`src/rtl/alu_wb_stage.sv`:
```
// Execute->writeback pipeline register behind the SPARC V8 ALU.
// Holds one result entry, owns the architectural icc and evaluates Bicc conditions.
module alu_wb_stage #(
  parameter int unsigned DATA_W    = 32,
  parameter int unsigned RD_W      = 5,
  parameter logic [3:0]  ICC_RESET = 4'h0
) (
  input  logic              clk,
  input  logic              rst_n,
  input  logic              in_valid,
  output logic              in_ready,
  input  logic [5:0]        in_op,
  input  logic [DATA_W-1:0] in_res,
  input  logic              in_n,
  input  logic              in_z,
  input  logic              in_v,
  input  logic              in_c,
  input  logic [RD_W-1:0]   in_rd,
  output logic              out_valid,
  input  logic              out_ready,
  output logic [DATA_W-1:0] out_res,
  output logic [RD_W-1:0]   out_rd,
  output logic              out_we,
  output logic              out_illegal,
  output logic [3:0]        icc,
  output logic              alu_cin,
  input  logic              icc_wr_en,
  input  logic [3:0]        icc_wdata,
  input  logic [3:0]        cond,
  output logic              cond_true
);

  localparam int unsigned ICC_N = 3;
  localparam int unsigned ICC_Z = 2;
  localparam int unsigned ICC_V = 1;
  localparam int unsigned ICC_C = 0;

  logic accept;
  logic op_ok;
  logic op_cc;

  // Opcode decode: groups 0x0_/0x1_ share the same low-nibble map, 0x2_ has three ops.
  always_comb begin
    op_ok = 1'b0;
    case (in_op[5:4])
      2'b00, 2'b01: op_ok = (in_op[3:0] <= 4'd8) || (in_op[3:0] == 4'hC);
      2'b10:        op_ok = (in_op[3:0] >= 4'd5) && (in_op[3:0] <= 4'd7);
      default:      op_ok = 1'b0;
    endcase
  end

  assign op_cc    = op_ok && (in_op[5:4] == 2'b01);
  assign in_ready = !out_valid || out_ready;
  assign accept   = in_valid && in_ready;
  assign alu_cin  = icc[ICC_C];

  // Single-entry writeback register; accept overrides pop for full-rate streaming.
  always_ff @(posedge clk or negedge rst_n) begin
    if (!rst_n) begin
      out_valid   <= 1'b0;
      out_res     <= '0;
      out_rd      <= '0;
      out_we      <= 1'b0;
      out_illegal <= 1'b0;
    end else if (accept) begin
      out_valid   <= 1'b1;
      out_res     <= in_res;
      out_rd      <= in_rd;
      out_we      <= op_ok && (in_rd != '0);
      out_illegal <= !op_ok;
    end else if (out_ready) begin
      out_valid   <= 1'b0;
    end
  end

  // icc commits at the accept edge so a following ADDX/SUBX sees the new carry.
  always_ff @(posedge clk or negedge rst_n) begin
    if (!rst_n) begin
      icc <= ICC_RESET;
    end else if (icc_wr_en) begin
      icc <= icc_wdata;
    end else if (accept && op_cc) begin
      icc <= {in_n, in_z, in_v, in_c};
    end
  end

  always_comb begin
    cond_true = 1'b0;
    case (cond)
      4'h0: cond_true = 1'b0;
      4'h1: cond_true = icc[ICC_Z];
      4'h2: cond_true = icc[ICC_Z] | (icc[ICC_N] ^ icc[ICC_V]);
      4'h3: cond_true = icc[ICC_N] ^ icc[ICC_V];
      4'h4: cond_true = icc[ICC_C] | icc[ICC_Z];
      4'h5: cond_true = icc[ICC_C];
      4'h6: cond_true = icc[ICC_N];
      4'h7: cond_true = icc[ICC_V];
      4'h8: cond_true = 1'b1;
      4'h9: cond_true = ~icc[ICC_Z];
      4'hA: cond_true = ~(icc[ICC_Z] | (icc[ICC_N] ^ icc[ICC_V]));
      4'hB: cond_true = ~(icc[ICC_N] ^ icc[ICC_V]);
      4'hC: cond_true = ~(icc[ICC_C] | icc[ICC_Z]);
      4'hD: cond_true = ~icc[ICC_C];
      4'hE: cond_true = ~icc[ICC_N];
      4'hF: cond_true = ~icc[ICC_V];
      default: cond_true = 1'b0;
    endcase
  end

endmodule
```
`config.mk`:
```
export PLATFORM = sky130hd
export DESIGN_NAME = alu_wb_stage
export DESIGN_NICKNAME = d
export VERILOG_FILES = /design/src/rtl/alu_wb_stage.sv
export SDC_FILE = /design/constraint.sdc
export NUM_CORES = 1
export LEC_CHECK = 0
export CORE_ASPECT_RATIO = 1.2
export CORE_MARGIN = 2
export CORE_UTILIZATION = 40
export CTS_CLUSTER_SIZE = 14
export DETAILED_ROUTE_END_ITERATION = 12
export GPL_ROUTABILITY_DRIVEN = 0
export PLACE_DENSITY_LB_ADDON = 0.25
export SKIP_LAST_GASP = 1
export SLEW_MARGIN = 20
export SYNTH_ARGS = -nofsm -noshare
export SYNTH_HDL_FRONTEND = slang
export SYNTH_SLANG_ARGS = --single-unit
```
`constraint.sdc`:
```
create_clock -name clk -period 2.3 [get_ports clk]
set_input_delay 0.46 -clock clk [delete_from_list [all_inputs] [get_ports clk]]
set_output_delay 0.46 -clock clk [all_outputs]
set_load 0.01 [all_outputs]
```
* After elaboration in Yosys (flattened, before gate mapping)
Index checks and enable logic that the tools add are counted.
Word-level totals: register bits after elaboration 44, input port bits 60
Cells by class: order comparisons 3, equality and inequality tests 18, multiplexer cells 6, bitwise logic cells 10, reductions and logical operators 15
Operators by type and width (number):
- 4-bit equality test (second input constant) | 9
- 4-bit by 3-bit equality test with 1-bit output (second input constant) | 4
- 1-bit case mux with 16 select lines | 1
- 4-bit by 2-bit equality test with 1-bit output (second input constant) | 2
- 4-bit two-way mux | 2
- 1-bit inverter | 7
- 1-bit logical AND | 5
- 5-bit nonzero test | 1
- 4-bit by 1-bit equality test with 1-bit output (second input constant) | 1
- 4-bit by 3-bit >= comparator with 1-bit output (second input constant) | 1
- 4-bit by 3-bit less-or-equal comparator with 1-bit output (second input constant) | 1
- 4-bit less-or-equal comparator (second input constant) | 1
- 4-bit zero test | 1
- 2-bit nonzero test | 2
- 2-bit by 1-bit equality test with 1-bit output (second input constant) | 1
- 2-bit equality test (second input constant) | 1
- 1-bit zero test | 2
- 2-bit zero test | 1
- 1-bit logical OR | 2
- 1-bit two-way mux | 2
- 1-bit OR | 2
- 1-bit case mux with 2 select lines | 1
- 2-bit OR reduction | 1
- 1-bit bitwise XOR | 1

* Logic depth before layout (Yosys ltp)
depth after elaboration 7, depth in mapped cells 5

* Worst setup path after synthesis
No wires, ideal clock.
path kind reg-to-output, start register icc[1], end output port cond_true, arrival 1.086 ns, required time 1.840 ns, path slack 0.754 ns, stages on the path, launching flop included 5, path buffers 0, path through dfrtp_1 -> xnor2_1 -> a21boi_0 -> o31ai_1 -> xnor2_1
Between the ends: cells in the longest elaborated chain, start to end 4, elaborated cells on any way between the ends 6
Ends and longest elaborated chain:
- from (decl) | RTL line 25 | output logic [3:0] icc,
- from (signal assigned) | RTL line 81 | icc <= icc_wdata;
- from (signal assigned) | RTL line 83 | icc <= {in_n, in_z, in_v, in_c};
- 1-bit bitwise XOR
- 1-bit OR | RTL line 92, 100
- 1-bit inverter | RTL line 100 | 4'hA: cond_true = ~(icc[ICC_Z] | (icc[ICC_N] ^ icc[ICC_V]));
- 1-bit case mux with 16 select lines * | RTL line 89 | case (cond)
- to (decl) | RTL line 30 | output logic cond_true
Mark *: on every way between the ends. The rest lies on a longest branch, timed or not.

* Final worst setup path
start input port cond[0], end output port cond_true
Between the ends: cells in the longest elaborated chain, start to end 2, elaborated cells on any way between the ends 17
Ends and longest elaborated chain:
- from (decl) | RTL line 29 | input logic [3:0] cond,
- 4-bit equality test, or another cell as far along | RTL line 89
- 1-bit case mux with 16 select lines * | RTL line 89
Marked as above.

==> results.yml <==
status:
  status: "finished clean"
power:
  p_leak_nw: 1.256
  ir_drop_uv: 522.2
  power_density_nw_per_um2: 689.5
layout:
  nFillCells: 313
  n_antenna_cell: 0
  instances_no_fill: 286
  areaGrowthSynthToFinish_pct: 67.88
  layout-drive-gt1-share_pct: 24.78
  nets: 289
worst_setup_path:
  critPathMaxFanout: 4
  rr_worst_depth: 4
  critPathLaunchType: "primary input"
  crit_required_ns: 1.84
  crit_arrival_ns: 1.69
  crit_path_top_delay_cell: "clkdlybuf4s50_1"
  cp_cell_sequence: "clkdlybuf4s50_1 > nand2b_1 > a21boi_0 > o31ai_2 > xnor2_1 > clkbuf_2"
  slowest_delay_ns: 0.51
  crit_path_end_kind: "primary output"
  crit_type: "primary input to primary output"
grt:
  first_global_vias: 1536
  antenna_found_initial: 0
  grt_max_degree: 45
  grt_util_all_layers_pct: 18.22
  grt_overflow_total: 0
  grt_pass1_wl_um: 7072
floorplanning:
  io_pins: 107
  start_util_pct: 42.22
  core-area_um2: 4327
  fp.dieW_um: 65.69
  rows: 26
  dieArea_um2: 5126
  die_y_um: 78.03
cts:
  cts_made_buffers: 5
  clockBufferDepth: 2
  cts_max_level: 2
  root_buffer: "clkbuf_8"
  clkTransAtPathRegs_ns: 0.08
  ctsHoldBuffers: 0
  cts_tree: "yes"
  clk_latency_ns: 0.29
  cts.sinks: 44
  cts_setup_buffers: 0
timing:
  final_hold_viol_count: 0
  slew_violations: 0
  relSlewSlack_pct: 37.28
  max_clock_freq_mhz: 465.9
  finClkSkew_ns: 0.002663
  setup_tns_ns: 0
  setup_violations: 0
  worst_slew_pin_slew_ns: 0.9409
  fin_crit_ns: 2.146
  post-route-period-util_pct: 93.31
  rsz0062_at_grt: "no"
drt:
  drtIter0Drc: 13
  ant_nets: 0
  vias: 1400
  wl_um: 4513
  post-route-drc-count: 0
  vias_per_cell: 4.895
  drt-wirelength-per-cell_um: 15.78
  drt_pass1_iterations: 4
logic_synthesis:
  synth.avg_cell_area_um2: 15.35
  synth_cell_types: 24
  netlist.area_leader.share_pct: 60.27
  synth_edf_count: 0
  syn-cell-area_um2: 1827
  synthFlopType: "dfrtp_1"
  synth-seq-cells: 44
  yosysSeqAreaShare_pct: 60.27
  yosysTopAreaCell: "dfrtp_1"
  ys_warn_count: 0
  ys_top_cells_by_count: "dfrtp_1, mux2_2, buf_2, mux2_1, nand2b_1"
  async_flop_share_pct: 100.0
  synth_most_common_cell: "dfrtp_1"
  synth_nets: 179
  syn_inst: 119
  yosys-top-cells-area: "dfrtp_1, mux2_2, mux2_1"
placement:
  dp_hpwl_um: 3502
  dp_cells: 278
  numPortBuffers: 106
run:
  max-cap-violations: 0
min_path:
  hp-class: "primary input to asynchronous set/reset pin"
## logic make-up after synthesis
| group | count (synthesis) | synth area share, % |
|---|---|---|
| mux | 46 | 28.29 |
| flops | 44 | 60.27 |
| simple gates | 13 | 5.137 |
| xor+xnor | 2 | 0.9591 |
| compound gates | 9 | 3.836 |
| buf+inv | 5 | 1.507 |
## report_power, final
| part | internal (mW) | switching, mW | leakage, nW |
|---|---|---|---|
| clock network | 0.321 | 0.249 | 0.0541 |
| logic | 0.393 | 0.206 | 0.687 |
| registers | 0.883 | 0.0616 | 0.515 |
## sequential cells by signal, summed over array words and instances (netlist names)
register     flops
icc              4
out_illegal      1
out_rd           5
out_res         32
out_valid        1
out_we           1
## path summary, 6_finish.rpt
check | start | end | slack, ns
setup / recovery | cond[0] | cond_true | 0.15
setup reg to reg | out_valid | icc[3] | 0.93
hold / removal | rst_n | out_res[10] | 0.31
hold reg to reg | out_illegal | out_illegal | 0.49
min in group clk | out_illegal | out_illegal | 0.49
max in group asynchronous | rst_n | out_res[21] | 1.42
## metal layers
| layer | GRT usage, % | vias to the layer above | part of all wire, % |
|---|---|---|---|
| met2 | 35.35 | 70 | 55 |
| met1 | 15.92 | 676 | 33 |
| met3 | 7.450 | 10 | 10 |
| met4 | 6.875 | 0 | 2.1 |
| li1 | - | 644 | - |
| met5 | 0 | - | 0 |
## critical path, delay by kind of cell
kind	cells	cell delay (ns)
compound gates	2	0.31
xor+xnor	1	0.14
simple gates	1	0.12
buf+inv	2	0.65
## final cells by class
cell class	instances	area, um^2	area share (%)
Sequential cell	44	1101	35.90
Timing Repair Buffer	108	1081	35.25
Multi-Input combinational cell	70	703.2	22.93
Tap cell	56	70.07	2.285
Clock buffer	5	68.82	2.244
Clock inverter	3	42.54	1.387
## cells in the final DEF (no fill, tap or decap), drive strengths merged
master / synthesis / routed
xnor2: 2 / 2
clkinv: 0 / 1
a21o: 1 / 1
dfrtp: 44 / 44
a21boi: 1 / 1
clkdlybuf4s50: 0 / 103
or4: 1 / 1
nand3: 1 / 1
nand2b: 5 / 5
o2111ai: 1 / 1
mux2: 45 / 45
buf: 5 / 3
o31ai: 1 / 1
dlymetal6s2s: 0 / 1
nor2: 1 / 1
clkinvlp: 0 / 1
o21ai: 3 / 3
nand2: 2 / 2
bufinv: 0 / 1
nor2b: 1 / 1
clkbuf: 0 / 6
nand4: 1 / 1
mux2i: 1 / 1
o211ai: 1 / 1
a21oi: 1 / 1
and3b: 1 / 1
## metrics by stage
stage               power (mW)  hold slack (ns)  util (%)  setup WS (ns)  instance area, um^2
floorplan                1.170           0.1644         -         0.7544                 1827
global placement         1.543           0.4656     68.25        -0.2919                 2953
detailed placement       1.570           0.4690     68.25        -0.3185                 2953
CTS                      2.146           0.3303     70.94       0.005717                 3069
global route             2.216           0.3720     70.88        0.04343                 3067
finish                   2.114           0.3089     70.88         0.1538                 3067
## timing repair
item | in CTS | in global routing
cloned | 0 | 0
pin swaps | 0 | 0
resized for setup | 3 | 2
setup endpoints to repair | 1 | 1
(Power assumes the default switching activity.)
